File: config.mk
export PLATFORM = sky130hd
export DESIGN_NAME = imm_encoder_loader
export DESIGN_NICKNAME = d
export VERILOG_FILES = /design/src/rtl/imm_encoder_loader.sv
export SDC_FILE = /design/constraint.sdc
export NUM_CORES = 1
export LEC_CHECK = 0
export ABC_AREA = 1
export BUFFER_PORTS_ARGS = -buffer_cell sky130_fd_sc_hd__buf_2
export CELL_PAD_IN_SITES_DETAIL_PLACEMENT = 1
export CELL_PAD_IN_SITES_GLOBAL_PLACEMENT = 1
export CORE_MARGIN = 10
export CORE_UTILIZATION = 33
export CTS_CLUSTER_SIZE = 16
export DETAILED_ROUTE_END_ITERATION = 7
export GPL_TIMING_DRIVEN = 0
export PLACE_DENSITY = 0.81
export SLEW_MARGIN = 5
export SYNTH_ARGS = -nofsm -noshare
export SYNTH_HDL_FRONTEND = slang
export SYNTH_SLANG_ARGS = --single-unit
File: constraint.sdc
create_clock -name clk -period 2 [get_ports clk]
set_input_delay 0.2 -clock clk [delete_from_list [all_inputs] [get_ports clk]]
set_output_delay 0.2 -clock clk [all_outputs]
set_load 0.01 [all_outputs]
File: src/rtl/imm_encoder_loader.sv
// Encodes RV32 I/S/B instructions from fields plus a signed immediate and
// streams them into instruction memory, rejecting out-of-range or misaligned immediates.
module imm_encoder_loader #(
  parameter int ADDR_W = 10,
  parameter int DEPTH  = 1024
) (
  input  logic              clk,
  input  logic              reset,
  input  logic              start,
  input  logic [ADDR_W-1:0] base_addr,
  input  logic              finish,
  input  logic              in_valid,
  output logic              in_ready,
  input  logic [1:0]        fmt,
  input  logic [6:0]        opcode,
  input  logic [2:0]        funct3,
  input  logic [4:0]        rd,
  input  logic [4:0]        rs1,
  input  logic [4:0]        rs2,
  input  logic [31:0]       imm,
  output logic              mem_we,
  output logic [ADDR_W-1:0] mem_addr,
  output logic [31:0]       mem_wdata,
  output logic              err_valid,
  output logic [1:0]        err_code,
  output logic [ADDR_W:0]   word_count,
  output logic              busy
);

  localparam int CNT_W = ADDR_W + 1;

  localparam logic [1:0] FMT_I = 2'b00;
  localparam logic [1:0] FMT_S = 2'b01;
  localparam logic [1:0] FMT_B = 2'b10;

  localparam logic [1:0] ERR_RANGE   = 2'b01;
  localparam logic [1:0] ERR_ALIGN   = 2'b10;
  localparam logic [1:0] ERR_BAD_FMT = 2'b11;

  typedef enum logic [1:0] {
    IDLE = 2'b00,
    RUN  = 2'b01,
    FULL = 2'b10
  } stateT;

  stateT             stateReg;
  stateT             stateNext;

  logic [ADDR_W-1:0] addrReg;
  logic [CNT_W-1:0]  wordCountReg;
  logic              memWeReg;
  logic [ADDR_W-1:0] memAddrReg;
  logic [31:0]       memWdataReg;
  logic              errValidReg;
  logic [1:0]        errCodeReg;

  logic [31:0]       wordI;
  logic [31:0]       wordS;
  logic [31:0]       wordB;
  logic [31:0]       encWord;
  logic              smallOk;
  logic              branchOk;
  logic              reqErr;
  logic [1:0]        reqCode;
  logic              readyInt;
  logic              accept;
  logic              lastWord;

  // Field packing for each format; B drops imm[0] because offsets are halfword aligned.
  always_comb begin
    wordI = {imm[11:0], rs1, funct3, rd, opcode};
    wordS = {imm[11:5], rs2, rs1, funct3, imm[4:0], opcode};
    wordB = {imm[12], imm[10:5], rs2, rs1, funct3, imm[4:1], imm[11], opcode};
  end

  // Explicit bounds so an odd value just above the B limit reports range, not alignment.
  always_comb begin
    smallOk  = ($signed(imm) >= -32'sd2048) && ($signed(imm) <= 32'sd2047);
    branchOk = ($signed(imm) >= -32'sd4096) && ($signed(imm) <= 32'sd4094);
  end

  always_comb begin
    reqErr  = 1'b0;
    reqCode = 2'b00;
    encWord = wordI;
    unique case (fmt)
      FMT_I: begin
        encWord = wordI;
        if (!smallOk) begin
          reqErr  = 1'b1;
          reqCode = ERR_RANGE;
        end
      end
      FMT_S: begin
        encWord = wordS;
        if (!smallOk) begin
          reqErr  = 1'b1;
          reqCode = ERR_RANGE;
        end
      end
      FMT_B: begin
        encWord = wordB;
        if (!branchOk) begin
          reqErr  = 1'b1;
          reqCode = ERR_RANGE;
        end else if (imm[0]) begin
          reqErr  = 1'b1;
          reqCode = ERR_ALIGN;
        end
      end
      default: begin
        reqErr  = 1'b1;
        reqCode = ERR_BAD_FMT;
      end
    endcase
  end

  // Control pulses take the cycle, so no request is taken alongside start or finish.
  always_comb begin
    readyInt = (stateReg == RUN) && !start && !finish;
    accept   = in_valid && readyInt;
    lastWord = (wordCountReg == CNT_W'(DEPTH - 1));
  end

  always_ff @(posedge clk) begin
    if (reset) begin
      stateReg <= IDLE;
    end else begin
      stateReg <= stateNext;
    end
  end

  always_comb begin
    stateNext = stateReg;
    unique case (stateReg)
      IDLE: begin
        if (start) begin
          stateNext = RUN;
        end
      end
      RUN: begin
        if (start) begin
          stateNext = RUN;
        end else if (finish) begin
          stateNext = IDLE;
        end else if (accept && !reqErr && lastWord) begin
          stateNext = FULL;
        end
      end
      FULL: begin
        if (start) begin
          stateNext = RUN;
        end else if (finish) begin
          stateNext = IDLE;
        end
      end
      default: begin
        stateNext = IDLE;
      end
    endcase
  end

  // Rejected requests are consumed but leave the write pointer and count untouched.
  always_ff @(posedge clk) begin
    if (reset) begin
      addrReg      <= '0;
      wordCountReg <= '0;
      memWeReg     <= 1'b0;
      memAddrReg   <= '0;
      memWdataReg  <= '0;
      errValidReg  <= 1'b0;
      errCodeReg   <= 2'b00;
    end else begin
      memWeReg    <= 1'b0;
      errValidReg <= 1'b0;
      if (start) begin
        addrReg      <= base_addr;
        wordCountReg <= '0;
      end else if (accept) begin
        if (reqErr) begin
          errValidReg <= 1'b1;
          errCodeReg  <= reqCode;
        end else begin
          memWeReg     <= 1'b1;
          memAddrReg   <= addrReg;
          memWdataReg  <= encWord;
          addrReg      <= addrReg + ADDR_W'(1);
          wordCountReg <= wordCountReg + CNT_W'(1);
        end
      end
    end
  end

  always_comb begin
    in_ready   = readyInt;
    busy       = (stateReg != IDLE);
    mem_we     = memWeReg;
    mem_addr   = memAddrReg;
    mem_wdata  = memWdataReg;
    err_valid  = errValidReg;
    err_code   = errCodeReg;
    word_count = wordCountReg;
  end

endmodule
**Word-level counts from Yosys, hierarchy flattened**

Cells that the tools add are included.

- Add/subtract/negate cells: 2
- $lt $le $gt $ge: 4
- Eq/ne operators: 9
- Muxes and demuxes: 21
- Bitwise operators: 3
- Reductions and logical operators: 22

Operators by type and width:

| kind | count |
|---|---|
| $pmux 32 s2 | 1 |
| $ge 32x12->1 const B | 1 |
| $ge 32x13->1 const B | 1 |
| $le 32x12->1 const B | 1 |
| $le 32x13->1 const B | 1 |
| $mux 10 | 3 |
| $mux 2 | 8 |
| $add 11x1->11 const B | 1 |
| $eq 11x10->1 const B | 1 |
| $add 10x1->10 const B | 1 |
| $reduce_and 3->1 | 3 |
| $logic_and 1x1->1 | 7 |
| $mux 1 | 6 |
| $pmux 2 s3 | 1 |
| $eq 2x1->1 const B | 2 |
| $eq 2x2->1 const B | 2 |
| $logic_not 2->1 | 2 |
| $ne 2x2->1 const B | 2 |
| $ne 4x3->1 const B | 1 |
| $pmux 2 s2 | 1 |
| $reduce_and 2->1 | 2 |
| $reduce_bool 2->1 | 2 |
| $reduce_or 2->1 | 2 |
| $logic_not 1->1 | 3 |
| other kinds (4) | 6 |

- Register bits: 69
- Input port bits: 74

**Depth between registers and ports, before layout**

Gate-level depths: netlist of the first run.

- Depth after elaboration: 11
- Depth in mapped cells: 13
- Depth with buffers taken out: 13

**Worst setup path before layout of the first run**

Ideal clock, no wire load.

- Path kind: register to register
- Start: register wordCountReg[0], in the netlist word_count[0]
- End: register stateReg[0]
- Setup time: 132 ps
- Arrival: 1494 ps
- Slack: 373 ps
- Cell stages (with the launch flop): 9
- Buffers on the path: 0
- Clock period less this slack: 1627 ps
- Cell sequence: dfxtp_1 > ha_1 > nand2_1 > nor3b_1 > nand3_1 > nor3_1 > nand4_1 > nand2_1 > a21oi_1

- Word-level cells in the longest chain between the ends: 4

RTL lines:

| element | line | source |
|---|---|---|
| from (decl) | 50 | `logic [CNT_W-1:0] wordCountReg;` |
| from (signal assigned) | 188 | `wordCountReg <= wordCountReg + CNT_W'(1);` |
| $eq 11x10->1 | 122 | `lastWord = (wordCountReg == CNT_W'(DEPTH - 1));` |
| $logic_and 1x1->1 | 146 | `end else if (accept && !reqErr && lastWord) begin` |
| $ne 4x3->1 (no source line) | n/a |  |
| $reduce_and 3->1 (no source line) | n/a |  |
| to (signal assigned) | 129 | `stateReg <= stateNext;` |
| to (decl) | 46 | `stateT stateReg;` |

No other way between the ends.
A chain may end at the register's enable or synchronous reset.

**Final worst setup path of the first run**

Ends and elaborated chain as after synthesis.

==> results of run 1 <==
==> metrics by stage <==
step	area [um2]	TNS, ns	hold WS, ns
after global placement	4237	-0.2280	0.4365
after global routing	4509	-0.01667	0.09817
final	4509	0	0.1004
after floorplan	3406	0	0.2691
after CTS	4486	0	0.08572
after detailed placement	4237	-1.891	0.4523
==> cells by family after synthesis <==
kind of cell | share of synthesized area
AOI/OAI and AO/OA | 0.1367
adders and majority gates | 0.02204
xor gates and xnor gates | 0.03343
muxes | 0.002939
DFF | 0.4056
buffers and inverters | 0.07237
and+or+nand+nor | 0.3270
==> flip-flops by register name (all words and copies together) (netlist names) <==
register / flops
mem_we: 1
mem_wdata: 32
word_count: 11
err_valid: 1
stateReg: 2
mem_addr: 10
addrReg: 10
err_code: 2
==> area by class of cell <==
class / instances / area (um2) / share of cell area
multi-input cells: 372 / 1802 / 0.3996
flip-flops and latches: 69 / 1381 / 0.3063
repair buffers: 132 / 660.6 / 0.1465
well taps: 136 / 170.2 / 0.03774
clock buffers: 10 / 127.6 / 0.02830
inverters: 34 / 127.6 / 0.02830
plain buffers: 21 / 126.4 / 0.02802
clock inverters: 6 / 111.4 / 0.02469
diodes: 1 / 2.502 / 0.0005549
==> metal layers <==
metal / up-vias / part of all wire / wire [um] / global-route usage
met3: 14 / 0.052 / 626 / 0.04440
met4: 0 / 0.016 / 188 / 0.05142
met5: - / 0 / 0 / 0
met2: 90 / 0.50 / 5944 / 0.2848
li1: 1885 / - / - / -
met1: 1715 / 0.43 / 5178 / 0.1828
==> worst max-delay path: cells and delay by family, from the launching register on <==
family,cells,cell delay (ns)
AND/OR/NAND/NOR,6,1.03
flip-flops,1,0.38
adder cells (fa/ha/maj),1,0.25
AO/OA/AOI/OAI,1,0.07
==> repair_timing <==
action                                  4_1_cts  5_1_grt
pin swaps                                     0        1
gates resized for setup                       2       14
endpoints found under the setup margin        2       21
==> power by group through the flow <==
stage | Combinational (mW) | Clock [mW] | Sequential, mW
5_1_grt | 0.379 | 1.48 | 1.42
4_1_cts | 0.335 | 1.42 | 1.41
3_5_place_dp | 0.333 | 0 | 1.45
2_1_floorplan | 0.177 | 0 | 1.45
3_3_place_gp | 0.319 | 0 | 1.44
6_report | 0.332 | 1.39 | 1.41
==> worst paths after layout <==
check | from | slack [ns] | to | cells after the start
max reg2reg | word_count[0] | 0.11 | stateReg[0] | 8
max | word_count[0] | 0.11 | stateReg[0] | 8
min | opcode[3] | 0.10 | mem_wdata[3] | 3
min reg2reg | err_code[0] | 0.47 | err_code[0] | 2
==> cells in the final DEF (no fill, tap or decap), drive strengths merged, types with 6 or more instances in the layout <==
| master | synthesis | layout |
|---|---|---|
| inv | 33 | 33 |
| xnor2 | 6 | 6 |
| clkbuf | 11 | 21 |
| buf | 10 | 142 |
| a21oi | 26 | 26 |
| o21ai | 64 | 64 |
| xor2 | 7 | 7 |
| dfxtp | 69 | 69 |
| nand2 | 92 | 92 |
| ha | 6 | 6 |
| nor2 | 117 | 117 |
| nand3 | 39 | 39 |
==> results.ini, run 1 <==
[status]
outcome = complete, no violations

[logic_synthesis]
synth_cell_type_count = 31
synth-main-ff-cell = dfxtp_1
synth_edf_count = 0
synth_seq_area_share = 0.4056
synth.avg_cell_area_um2 = 6.866
synth_most_common_cell = nor2_1
synth-async-reset-ratio = 0
yosys.area.top_type = dfxtp_1
synth_seq_cells = 69
netlist_area_um2 = 3406
yosysWarnings = 0
synth.cells.most_frequent = nor2_1 (114), nand2_1 (89), dfxtp_1 (69)
synthCells = 496
synth_top_area_frac = 0.4056
yosys-top-cells-area = dfxtp_1 (41%), nor2_1 (13%), nand2_1 (9.8%)
synth_nets = 576

[clocking]
cts.hold.buffers_added = 0
cts_tree = built
path_clk_slew_ns = 0.09
cts_sinks = 69
cts_max_level = 3
clockBufferDepth = 2
cts_setup_buffers = 0
clock_latency_ns = 0.35
cts_buffers = 9
clockRootBuffer = clkbuf_8

[floorplanning]
die_h_um = 121.6
die_area_um2 = 14780
core-area_um2 = 10180
start_util = 0.3344
ios = 133
rows = 37
die_x_um = 121.6

[critical_path]
cp_max_fo = 4
critPathArrivalTime_ns = 2.09
cp-start-kind = register
worst_path_largest_cell_delay_ns = 0.38
crit_path_frequent_cell = nand2_1
crit_chain = ha_2 > nand2_1 > nor3b_2 > nand3_2 > nor3_4 > nand4_1 > nand2_1 > a21oi_1
crit_required_ns = 2.21
endpoint_kind = register
worstSetupPathType = reg2reg
crit_slowest_cell = dfxtp_1

[timing]
finalCritPeriodShare = 0.9426
fin_skew_ns = 0.01507
slew_headroom = 0.6614
finalSetupViolations = 0
period_minus_slack_ns = 1.885
final_max_slew_viol_count = 0
max_freq_mhz = 530.5
setup_ws_ns = 0.1149
tightest_slew_ns = 0.5080
finalHoldViolations = 0

[final_layout]
fin_cells = 781
area_growth_pct = 32.40
drive_above_1_share = 0.2686
fill_cells = 1378
nNetsFinal = 719
utilization = 0.4428

[placed_design]
place_ws_ns = -0.2107
dpl.cell_count = 764
portBuffers = 132
gp_congestion = 0.8151
dp_hpwl_mm = 9.652

[drt]
via_per_inst = 4.743
drtIter0Drc = 100
detail-route-antenna-nets = 0
drc = 0
dr.pass1.iters = 4
routed_wl_mm = 11.94
via_count = 3704
wl_per_cell_um = 15.28

[global_route]
grt_pass1_wl_mm = 19.47
grt_pass1_vias = 4115
antenna_found_initial = 1
grt_max_degree = 13
grt_usage = 0.1608
overflow = 0

[job]
maxCapViolations = 0

[pwr]
sw_frac_of_total = 0.2480
sequentialPowerShare = 0.451
ir_worst_vdd_mv = 0.3328
p_leak_nw = 2.068
clkPwrFrac = 0.443
intPower_mw = 2.358
power_frac_comb = 0.106
powerDensity_nw_per_um2 = 695.5
power_mw = 3.136
power_switching_mw = 0.7779

[hold_path]
hold_path.class = in2reg

Power figures use the tool's default switching activity.
==> run 2: changes to the inputs <==
--- a/config.mk
+++ b/config.mk
@@ -5,16 +5,14 @@
 export SDC_FILE = /design/constraint.sdc
 export NUM_CORES = 1
 export LEC_CHECK = 0
-export ABC_AREA = 1
 export BUFFER_PORTS_ARGS = -buffer_cell sky130_fd_sc_hd__buf_2
 export CELL_PAD_IN_SITES_DETAIL_PLACEMENT = 1
 export CELL_PAD_IN_SITES_GLOBAL_PLACEMENT = 1
 export CORE_MARGIN = 10
-export CORE_UTILIZATION = 33
-export CTS_CLUSTER_SIZE = 16
+export CORE_UTILIZATION = 30
 export DETAILED_ROUTE_END_ITERATION = 7
 export GPL_TIMING_DRIVEN = 0
-export PLACE_DENSITY = 0.81
+export PLACE_DENSITY = 0.72
 export SLEW_MARGIN = 5
 export SYNTH_ARGS = -nofsm -noshare
 export SYNTH_HDL_FRONTEND = slang
==> results.ini, run 2 <==
[logic_synthesis]
synth.avg_cell_area_um2 = 7.975
synth-main-ff-cell = dfxtp_1
yosys.area.top_type = dfxtp_1
synth_seq_cells = 69
synth_most_common_cell = dfxtp_1
synth_seq_area_share = 0.3765
netlist_area_um2 = 3669
yosys-top-cells-area = dfxtp_1 (38%), a21oi_1 (7.8%), nand3_1 (7.8%)
synthCells = 460
synth_top_area_frac = 0.3765
synth_edf_count = 0
yosysWarnings = 0
synth-async-reset-ratio = 0
synth.cells.most_frequent = dfxtp_1 (69), a21oi_1 (57), nand3_1 (57)
synth_cell_type_count = 52
synth_nets = 540

[drt]
top_layer = met5
via_count = 4337
routed-wl-met3_mm = 1.165
detail-route-antenna-nets = 0
wl_per_cell_um = 20.76
dr_wl_met2_mm = 7.643
routed_wl_mm = 15.78
via_per_inst = 5.707
dr.pass1.iters = 4
drc = 0
wl_met1_mm = 6.724
drtIter0Drc = 243

[timing]
rsz0062_at_grt = yes
final_max_slew_viol_count = 0
setup_ws_ns = -0.06038
fin_skew_ns = 0.004852
period_minus_slack_ns = 2.060
slew_headroom = 0.5572
tightest_slew_ns = 0.6617
finalSetupViolations = 7
max_freq_mhz = 485.3
finalCritPeriodShare = 1.030
finalHoldViolations = 0
timing.hold.ws_ns = 0.1181

[pwr]
ir_worst_vdd_mv = 0.3101
p_leak_nw = 2.009
powerDensity_nw_per_um2 = 665.3
power_mw = 3.423

[placed_design]
place_ws_ns = -0.5848
dpl_cell_area_um2 = 4522
dp_hpwl_mm = 11.59
gp_congestion = 0.8734
portBuffers = 132

[status]
outcome = finished, violations left
violations = negative setup slack

[final_layout]
nNetsFinal = 689
largest_register_ffs = 32
final_common_cell = buf_2
fin_area_um2 = 5145
area_growth_pct = 40.25
drive_above_1_share = 0.3589
antenna_cells = 0
utilization = 0.4283
fill_cells = 1507
layout_common_cells = buf_2 (134), dfxtp_1 (67), nand3_1 (45), a21oi_1 (43), o21ai_0 (33)

[floorplanning]
die_x_um = 130.6
ios = 133
die_area_um2 = 17050
start_util = 0.3054
rows = 40
die_h_um = 130.6
core-area_um2 = 12010

[critical_path]
worstSetupStartpoint = imm[26]
ff2ff_setup_slack_ns = 0.03
endpoint_kind = register
cp-start-kind = primary input
worstSetupPathType = in2reg
critPathArrivalTime_ns = 2.32
r2r-start = stateReg[1]
crit_required_ns = 2.26
r2r-end = word_count[7]
cp_max_fo = 10
endpoint = mem_wdata[8]
r2r_cells = 6

[global_route]
overflow = 0
grt_pass1_vias = 4641
antenna_found_initial = 1
grt_pass1_wl_mm = 24.39
grt_usage = 0.1800
grt_max_degree = 12

[clocking]
path_clk_slew_ns = 0.06
clockRootBuffer = clkbuf_16
cts.hold.buffers_added = 0
clockBufferDepth = 2
clock_latency_ns = 0.33
cts_sinks = 69
cts_buffers = 9
cts_tree = built
cts_max_level = 3

[job]
maxCapViolations = 0

[hold_path]
hold_path.class = in2reg

run 2: changes by cell type in the layout (fill, tap and decap cells not counted), sizes merged, moves of 9 or more:
cell    change
a211oi     +10
a21oi      +31
and2       +10
buf         +9
clkbuf     +18
inv        -21
nand2      -69
nand3      +18
nand3b     +10
nand4      +14
nor2      -110
o21ai      -19
or3        +16
run 2: report_power, final:
group | switching [mW] | internal, mW | leakage, nW
Clock | 0.595 | 0.995 | 0.139
Sequential | 0.0285 | 1.40 | 0.559
Combinational | 0.255 | 0.155 | 1.31
run 2: worst min-delay path by stage:
stage	slack, ns	end	start	cells after the start
floorplan	0.35	mem_wdata[0]	opcode[0]	2
global placement	0.44	err_code[1]	err_code[1]	2
detailed placement	0.46	err_code[1]	err_code[1]	2
CTS	0.11	mem_wdata[6]	opcode[6]	3
global route	0.13	mem_wdata[3]	opcode[3]	3
finish	0.12	mem_wdata[14]	funct3[2]	3
run 2: logic make-up after synthesis:
kind of cell,Yosys count,share of synthesized area
and+or+nand+nor,170,0.2609
AOI/OAI and AO/OA,159,0.2664
DFF,69,0.3765
buffers and inverters,53,0.06753
adders and majority gates,6,0.02046
muxes,3,0.008186
run 2: per-layer routing:
| metal | track usage | vias to the layer above |
|---|---|---|
| met5 | 0 | - |
| met4 | 0.06279 | 2 |
| met3 | 0.06205 | 23 |
| met2 | 0.2923 | 137 |
| met1 | 0.2166 | 2130 |
| li1 | - | 2045 |
run 2: worst max-delay path: stages:
cell and delay (ns):
buf_8 0.10, nor4_4 0.31, nand3_2 0.17, or3_4 0.42, buf_8 0.13, a211oi_4 0.30
buf_6 0.21, buf_8 0.15, nand3_1 0.12, a21oi_2 0.18
run 2: timing repair:
| item | 4_1_cts | 5_1_grt |
|---|---|---|
| pin swaps | 10 | 14 |
| setup buffers | 3 | 1 |
| gates cloned | 2 | 0 |
| resized for setup | 41 | 50 |
| endpoints found under the setup margin | 64 | 61 |
run 2: layout make-up:
type	count	area, um2	area share
Tap cell	147	183.9	0.03575
Multi-Input combinational cell	338	2268	0.4409
Buffer	40	237.7	0.04621
Clock inverter	3	46.29	0.008998
Clock buffer	12	246.5	0.04791
Timing Repair Buffer	138	729.5	0.1418
Sequential cell	69	1384	0.2690
Inverter	13	48.80	0.009484
run 2: metrics by stage:
step / instances / TNS (ns)
2_1_floorplan: 460 / 0
3_3_place_gp: 739 / -26.40
3_5_place_dp: 739 / -30.39
4_1_cts: 759 / 0
5_1_grt: 760 / -0.8725
6_report: 760 / -0.1895
==> run 3: changes to the inputs <==
--- a/config.mk
+++ b/config.mk
@@ -8,7 +8,7 @@
 export BUFFER_PORTS_ARGS = -buffer_cell sky130_fd_sc_hd__buf_2
 export CELL_PAD_IN_SITES_DETAIL_PLACEMENT = 1
 export CELL_PAD_IN_SITES_GLOBAL_PLACEMENT = 1
-export CORE_MARGIN = 10
+export CORE_MARGIN = 2
 export CORE_UTILIZATION = 30
 export DETAILED_ROUTE_END_ITERATION = 7
 export GPL_TIMING_DRIVEN = 0
==> results.ini, run 3 (synthesis results as in run 2) <==
[status]
outcome = complete, no violations

[pwr]
p_leak_nw = 2.052
powerDensity_nw_per_um2 = 677.1
ir_worst_vdd_mv = 0.3230

[timing]
finalCritPeriodShare = 0.9662
slew_headroom = 0.4158
finalSetupViolations = 0
period_minus_slack_ns = 1.932
timing.hold.ws_ns = 0.1209
finalHoldViolations = 0
rsz0062_at_grt = yes
max_freq_mhz = 517.5
tightest_slew_ns = 0.8730
fin_skew_ns = 0.005732
final_max_slew_viol_count = 0

[floorplanning]
die_area_um2 = 13130
die_h_um = 114.6
rows = 40
start_util = 0.3067
die_x_um = 114.6
core-area_um2 = 11960
ios = 133

[job]
maxCapViolations = 0

[clocking]
cts_sinks = 69
clockBufferDepth = 2
cts_max_level = 3
clock_latency_ns = 0.33
cts_buffers = 9
clockRootBuffer = clkbuf_16
path_clk_slew_ns = 0.06
cts_tree = built

[final_layout]
nNetsFinal = 695
layout_common_cells = buf_2 (128), dfxtp_1 (66), nand3_1 (55), a21oi_1 (51), o21ai_0 (38)
utilization = 0.4380
fill_cells = 1472
area_growth_pct = 42.80
final_common_cell = buf_2
largest_register_ffs = 32
drive_above_1_share = 0.3522

[drt]
via_count = 4278
wl_per_cell_um = 18.96
detail-route-antenna-nets = 0
via_per_inst = 5.570
drtIter0Drc = 165
dr.pass1.iters = 4
drc = 0
routed_wl_mm = 14.56

[global_route]
grt_pass1_vias = 4338
antenna_found_initial = 1
grt_max_degree = 12
grt_pass1_wl_mm = 22.45
overflow = 0
grt_usage = 0.2192

[hold_path]
hold_path.class = in2reg

[placed_design]
portBuffers = 132
dp_hpwl_mm = 10.40
gp_congestion = 0.8844

[critical_path]
endpoint_kind = register
cp_max_fo = 8
worstSetupPathType = in2reg
cp-start-kind = primary input
critPathArrivalTime_ns = 2.17
crit_required_ns = 2.23

run 3: cell types whose count changed in the layout (fill, tap and decap cells not counted), moves of 3 or more:
cell and delta:
buf_2 -6, nand3_1 +10, a21oi_1 +8, o311ai_1 -3
buf_4 +3, nor4_2 +3, nand3_2 -10, o21ai_0 +5
a21oi_2 -8, clkbuf_4 +3, o311ai_2 +3, buf_6 +5
o21ai_1 -5
run 3: path summary, 6_finish.rpt:
path	depth (start not counted)	from	end	slack [ns]
worst max-delay path	10	imm[12]	word_count[3]	0.07
worst max register to register	6	stateReg[1]	mem_wdata[8]	0.08
worst min-delay path	3	opcode[3]	mem_wdata[3]	0.12
worst min register to register	2	err_code[1]	err_code[1]	0.47
run 3: repair_timing:
action / in CTS / in global routing
pin swaps: 4 / 11
gates cloned: 1 / 2
endpoints found under the setup margin: 62 / 65
setup buffers: 2 / 7
gates resized for setup: 22 / 70
hold buffers: 0 / 0
hold endpoints to repair: 0 / 0
run 3: worst max-delay path: stages:
cell      delay [ns]
buf_6           0.11
nor4_4          0.28
nand2_2         0.10
or3_4           0.40
buf_8           0.14
a211oi_4        0.23
buf_4           0.18
buf_6           0.13
nand2_4         0.10
o31ai_1         0.28
run 3: power by group:
| group | switching (mW) | internal (mW) |
|---|---|---|
| clock | 0.601 | 1.12 |
| sequential | 0.0247 | 1.40 |
| combinational | 0.247 | 0.163 |
| total | 0.872 | 2.67 |
run 3: layout make-up:
type	instances	area, um2	area share
multi-input combinational	338	2227	0.4251
tap	147	183.9	0.03511
inverter	13	48.80	0.009315
timing repair buffer	144	824.5	0.1574
antenna	2	5.005	0.0009553
buffer	40	249.0	0.04753
clock inverter	4	72.57	0.01385
clock buffer	11	242.7	0.04633
sequential	69	1385	0.2644
run 3: per-layer routing:
metal | part of all wire | up-vias | wire, um | global-route usage
met5 | 0 | - | 0 | 0
met4 | 0.012 | 0 | 178 | 0.07724
met3 | 0.055 | 14 | 804 | 0.04288
met2 | 0.51 | 126 | 7406 | 0.3755
met1 | 0.42 | 2088 | 6168 | 0.2736
li1 | - | 2050 | - | -
run 3: stage by stage:
stage	total power, mW	TNS (ns)	cell area [um2]	cells	worst slack [ns]
2_1_floorplan	1.636	0	3677	460	0.03385
3_3_place_gp	1.804	-23.15	4522	739	-0.5075
3_5_place_dp	1.813	-26.20	4522	739	-0.5429
4_1_cts	3.539	0	4928	757	0.002168
5_1_grt	3.671	-0.3159	5239	768	-0.06322
6_report	3.547	0	5239	768	0.06763
